--- config.mk ---
export PLATFORM = sky130hd
export DESIGN_NAME = dmem_bridge
export DESIGN_NICKNAME = d
export VERILOG_FILES = /design/src/rtl/dmem_pkg.sv /design/src/rtl/dmem_bridge_bus_timer.sv /design/src/rtl/dmem_bridge.sv
export SDC_FILE = /design/constraint.sdc
export NUM_CORES = 1
export LEC_CHECK = 0
export BUFFER_PORTS_ARGS = -buffer_cell sky130_fd_sc_hd__buf_2
export CORE_MARGIN = 4
export CORE_UTILIZATION = 47
export CTS_CLUSTER_SIZE = 14
export DETAILED_ROUTE_END_ITERATION = 8
export HOLD_SLACK_MARGIN = 0.03
export PLACE_DENSITY = 0.8
export SETUP_SLACK_MARGIN = 0.02
export SLEW_MARGIN = 20
export SYNTH_ARGS = -nofsm -noshare
export SYNTH_HDL_FRONTEND = slang
export SYNTH_SLANG_ARGS = --single-unit
--- constraint.sdc ---
create_clock -name clk -period 2 [get_ports clk]
set_input_delay 0.1 -clock clk [delete_from_list [all_inputs] [get_ports clk]]
set_output_delay 0.1 -clock clk [all_outputs]
set_load 0.03 [all_outputs]
--- src/rtl/dmem_pkg.sv ---
// Shared constants for the data-memory bus bridge: FSM encoding, default
// error read value and the bus-word alignment mask.
package dmem_pkg;

  localparam logic [1:0] S_IDLE = 2'd0;
  localparam logic [1:0] S_REQ  = 2'd1;
  localparam logic [1:0] S_DONE = 2'd2;

  localparam logic [31:0] ERR_DATA_DEFAULT = 32'h0000_0000;

  // Clears the byte offset so the bus only ever sees word addresses.
  localparam logic [31:0] WORD_MASK = 32'hFFFF_FFFC;

endpackage

--- src/rtl/dmem_bridge_bus_timer.sv ---
// Clearable up-counter that flags the last permitted REQ cycle of a bus access.
module bus_timer #(
  parameter int TIMEOUT = 255
) (
  input  logic clk,
  input  logic reset,
  input  logic clr,
  input  logic inc,
  output logic expire
);

  localparam int W = $clog2(TIMEOUT + 1);
  localparam logic [W-1:0] LAST = W'(TIMEOUT - 1);

  logic [W-1:0] cnt;

  // Count REQ cycles without ack; cleared when a new access is launched.
  always_ff @(posedge clk or negedge reset) begin
    if (!reset)   cnt <= '0;
    else if (clr) cnt <= '0;
    else if (inc) cnt <= cnt + W'(1);
  end

  assign expire = (cnt == LAST);

endmodule

--- src/rtl/dmem_bridge.sv ---
// Data-memory bridge: turns core loads/stores into req/ack bus transactions,
// stalls the core until completion, and flags misaligned or timed-out accesses.
//
// state  | meaning
// -------+------------------------------------------
// IDLE   | no transaction; Stall raised by a new access
// REQ    | bus_req high, waiting for bus_ack or timeout
// DONE   | core commit cycle, Stall low
module dmem_bridge
  import dmem_pkg::*;
#(
  parameter int          TIMEOUT  = 255,
  parameter logic [31:0] ERR_DATA = ERR_DATA_DEFAULT
) (
  input  logic        clk,
  input  logic        reset,
  input  logic        MemWrite,
  input  logic        MemRead,
  input  logic [31:0] Addr,
  input  logic [31:0] WriteData,
  output logic [31:0] ReadData,
  output logic        Stall,
  output logic        bus_req,
  output logic        bus_we,
  output logic [31:0] bus_addr,
  output logic [31:0] bus_wdata,
  input  logic [31:0] bus_rdata,
  input  logic        bus_ack,
  input  logic        err_clr,
  output logic        err_align,
  output logic        err_timeout
);

  logic [1:0] state;
  logic       access;
  logic       misaligned;
  logic       load_in;
  logic       in_idle;
  logic       in_req;
  logic       tmr_clr;
  logic       tmr_inc;
  logic       expire;
  logic       align_set;
  logic       timeout_set;

  assign access      = MemWrite | MemRead;
  assign misaligned  = |Addr[1:0];
  // A simultaneous MemWrite/MemRead is treated as a store.
  assign load_in     = MemRead & ~MemWrite;
  assign in_idle     = (state == S_IDLE);
  assign in_req      = (state == S_REQ);
  assign tmr_clr     = in_idle & access & ~misaligned;
  assign tmr_inc     = in_req & ~bus_ack;
  assign align_set   = in_idle & access & misaligned;
  assign timeout_set = in_req & ~bus_ack & expire;

  assign Stall   = (in_idle & access) | in_req;
  assign bus_req = in_req;

  bus_timer #(.TIMEOUT(TIMEOUT)) u_timer (
    .clk    (clk),
    .reset  (reset),
    .clr    (tmr_clr),
    .inc    (tmr_inc),
    .expire (expire)
  );

  // Sequencer, latched bus request fields and read-data capture.
  always_ff @(posedge clk or negedge reset) begin
    if (!reset) begin
      state     <= S_IDLE;
      bus_we    <= 1'b0;
      bus_addr  <= '0;
      bus_wdata <= '0;
      ReadData  <= '0;
    end else begin
      case (state)
        S_IDLE: begin
          if (access) begin
            if (misaligned) begin
              if (load_in) ReadData <= ERR_DATA;
              state <= S_DONE;
            end else begin
              bus_we    <= MemWrite;
              bus_addr  <= Addr & WORD_MASK;
              bus_wdata <= WriteData;
              state     <= S_REQ;
            end
          end
        end
        S_REQ: begin
          if (bus_ack) begin
            if (!bus_we) ReadData <= bus_rdata;
            state <= S_DONE;
          end else if (expire) begin
            if (!bus_we) ReadData <= ERR_DATA;
            state <= S_DONE;
          end
        end
        S_DONE:  state <= S_IDLE;
        default: state <= S_IDLE;
      endcase
    end
  end

  // Sticky error flags; a new error beats a clear in the same cycle.
  always_ff @(posedge clk or negedge reset) begin
    if (!reset) begin
      err_align   <= 1'b0;
      err_timeout <= 1'b0;
    end else begin
      if (align_set)    err_align <= 1'b1;
      else if (err_clr) err_align <= 1'b0;
      if (timeout_set)  err_timeout <= 1'b1;
      else if (err_clr) err_timeout <= 1'b0;
    end
  end

endmodule

==> results.sh <==
export IMPL_die_w_um=106
export IMPL_slowest_stage="dfrtp_1"
export IMPL_skew_ns=0.00761
export IMPL_drcViolationCount=0
export IMPL_worst_r2r_path_depth=4
export IMPL_async_flop_share_pct=100
export IMPL_ys_seq_area_share_pct=59.7
export IMPL_overflow=0
export IMPL_area_growth_pct=50.1
export IMPL_r2r_start="state[0]"
export IMPL_post_cts_buffers=0
export IMPL_netSwitchingFraction_pct=41.1
export IMPL_synthTopCellsByArea="dfrtp_1, mux2_2, mux2i_1, mux2_1, nand2_1"
export IMPL_insertedDiodeCount=0
export IMPL_setup_violations=0
export IMPL_cts_made_buffers=9
export IMPL_wire_per_inst_um=16.0
export IMPL_netlist_instances=341
export IMPL_grt_max_degree=59
export IMPL_antenna_found_initial=0
export IMPL_layout_drive_gt1_share_pct=41.4
export IMPL_crit_path_max_fanout=58
export IMPL_critical_path_class="reg2reg"
export IMPL_syn_cell_area_um2=4480
export IMPL_antenna_left=0
export IMPL_start_util_pct=48.3
export IMPL_vias=3699
export IMPL_critPathCapture="bus_addr[21]"
export IMPL_routed_wl_um=12400
export IMPL_clockPowerShare_pct=17.0
export IMPL_synth_top_family_by_area="multiplexers"
export IMPL_final_core_util_pct=72.5
export IMPL_synthXorXnorAreaFrac_pct=0.977
export IMPL_clk_latency_ns=0.35
export IMPL_port_buffer_count=200
export IMPL_finalHoldViolations=0
export IMPL_num_rows=35
export IMPL_tightest_slew_ns=0.519
export IMPL_seqPwrFrac_pct=41.9
export IMPL_period_share_pct=94.9
export IMPL_slew_limit_headroom_pct=65.4
export IMPL_final_max_slew_violation_count=0
export IMPL_clock_sinks=107
export IMPL_max_cap_viol_count=0
export IMPL_fin_crit_ns=1.90
export IMPL_gr_usage_all_layers_pct=22.9
export IMPL_power_frac_comb_pct=41.2
export IMPL_die_area_um2=11200
export IMPL_cts_resized=0
export IMPL_synth_seq_cells=107
export IMPL_io_pins=203
export IMPL_synth_compound_area_share_pct=2.09
export IMPL_cts_buffer_depth=2
export IMPL_status="finished, final reports clean"
export IMPL_synth_cell_types=40
export IMPL_endpoint_kind="flop"
export IMPL_grt_first_pass_wirelength_um=20300
export IMPL_hold_buffers=96
export IMPL_core_um2=9280
export IMPL_critPathLaunchType="flop"
export IMPL_synthTopCellsByCount="dfrtp_1, nand2_1, inv_1, mux2_2, mux2i_1"
export IMPL_max_vdd_ir_drop_uv=955
export IMPL_switchingPower_uw=3090
export IMPL_syn_avg_cell_area_um2=13.1
export IMPL_cts_tree="done"
export IMPL_first_pass_iters=4
export IMPL_p_int_uw=4420
export IMPL_yosysWarningCount=0
export IMPL_power_density_nw_per_um2=1120
export IMPL_worstPathCellList="nor4_2 -> o21a_2 -> buf_12 -> mux2_2"
export IMPL_grt_pass1_vias=4188
export IMPL_yosysMostFrequentCell="dfrtp_1"
export IMPL_r2r_end="bus_addr[21]"
export IMPL_htreeDepth=3
export IMPL_synth_largest_area_cell="dfrtp_1"
export IMPL_reg2reg_slack_ns=0.10
export IMPL_fmax_mhz=527
export IMPL_path_clk_slew_ns=0.10
export IMPL_viasPerCell=4.80
export IMPL_pre_cts_ws_ns=0.169
export IMPL_synth_mux_area_share_pct=22.7
export IMPL_yosys_area_top_type_share_pct=59.7
export IMPL_ys_flop_type="dfrtp_1"
export IMPL_p_leak_uw=0.00324
export IMPL_die_h_um=106
export IMPL_synth_edf_count=0
export IMPL_startpoint="state[0]"
export IMPL_root_buffer="clkbuf_8"
export IMPL_synthSimpleGateAreaFrac_pct=7.34
export IMPL_layout_nets=741
export IMPL_synth_fa_ha_area_share_pct=0.558
export IMPL_drt_iter0_markers=156
export IMPL_grt_setup_unrepaired="no"
export IMPL_tns_ns=0
export IMPL_setup_slack_ns=0.103
export IMPL_required_ns=2.23
export IMPL_critPathMaxStageDelay_ns=0.47
export IMPL_dp_hpwl_um=7750
export IMPL_arrival_ns=2.13
export IMPL_routabilityCongestion=0.875
export IMPL_hp_class="in2reg"
-- power groups by stage --
stage / registers [uW] / logic (uW) / clock network, uW
CTS: 3130 / 3090 / 1300
global placement: 3120 / 2880 / 0
finish: 3140 / 3090 / 1270
floorplan: 4350 / 770 / 0
detailed placement: 3160 / 2940 / 0
global route: 3230 / 3270 / 1400
-- how the worst min path moves through the flow --
| stage | from | end | slack [ns] | depth (start not counted) |
|---|---|---|---|---|
| after floorplan | reset | ReadData[0] | -0.20 | 0 |
| after global placement | reset | ReadData[1] | 0.11 | 1 |
| after detailed placement | reset | ReadData[2] | 0.11 | 1 |
| after CTS | MemWrite | bus_we | 0.06 | 2 |
| after global routing | MemWrite | bus_we | 0.08 | 2 |
| final | MemWrite | bus_we | 0.07 | 2 |
-- cell families after synthesis --
| family | count (synthesis) |
|---|---|
| XOR/XNOR | 5 |
| AND/OR/NAND/NOR | 65 |
| flip-flops | 107 |
| buffers and inverters | 54 |
| other | 1 |
| adder cells (fa/ha/maj) | 2 |
| AO/OA/AOI/OAI | 13 |
| multiplexers | 94 |
-- per-layer routing --
layer	vias to the layer above	GRT usage, %	wire [um]
met5	-	0	0
met4	0	11.2	510
met3	47	6.80	917
met2	173	41.2	6540
met1	1768	24.2	4400
li1	1711	-	-
-- worst max-delay path: cells and delay by family, from the launching register on --
| family | cells | cell delay [ns] |
|---|---|---|
| buffers and inverters | 1 | 0.28 |
| and+or+nand+nor | 1 | 0.34 |
| muxes | 1 | 0.39 |
| AOI/OAI and AO/OA | 1 | 0.24 |
| DFF | 1 | 0.47 |
-- layout by cell type, fill, tap and decap left out, types with 3 or more instances in the layout --
| cell type | synthesis | layout |
|---|---|---|
| dlygate4sd3_1 | 0 | 96 |
| buf_12 | 3 | 3 |
| clkbuf_8 | 0 | 11 |
| mux2i_1 | 32 | 32 |
| buf_4 | 8 | 4 |
| mux2_2 | 36 | 36 |
| mux2_1 | 26 | 26 |
| a21oi_1 | 3 | 3 |
| dfrtp_1 | 107 | 107 |
| buf_2 | 2 | 199 |
| inv_1 | 36 | 36 |
| nor2_1 | 7 | 7 |
| nand2_1 | 39 | 39 |
| xor2_1 | 3 | 3 |
-- cell type report --
class | count | area (um2)
fill | 621 | 2550
sequential | 107 | 2680
multi-input combinational | 181 | 1520
timing repair buffer | 302 | 2050
inverter | 36 | 135
clock inverter | 4 | 32.5
clock buffer | 12 | 155
tap | 129 | 161
-- stage by stage --
| step | hold slack, ns | power, uW | area [um2] | std cells |
|---|---|---|---|---|
| finish | 0.0707 | 7510 | 6730 | 771 |
| floorplan | -0.196 | 5120 | 4490 | 342 |
| global route | 0.0779 | 7900 | 6730 | 771 |
| CTS | 0.0560 | 7520 | 6730 | 771 |
| detailed placement | 0.113 | 6100 | 5580 | 659 |
| global placement | 0.114 | 6010 | 5580 | 659 |
-- flip-flops by register name (all words and copies together) (netlist names) --
signal	count
u_timer.cnt	8
state	2
err_align	1
bus_we	1
ReadData	32
bus_addr	30
bus_wdata	32
err_timeout	1
No activity file was read; power rests on OpenSTA's default activity.
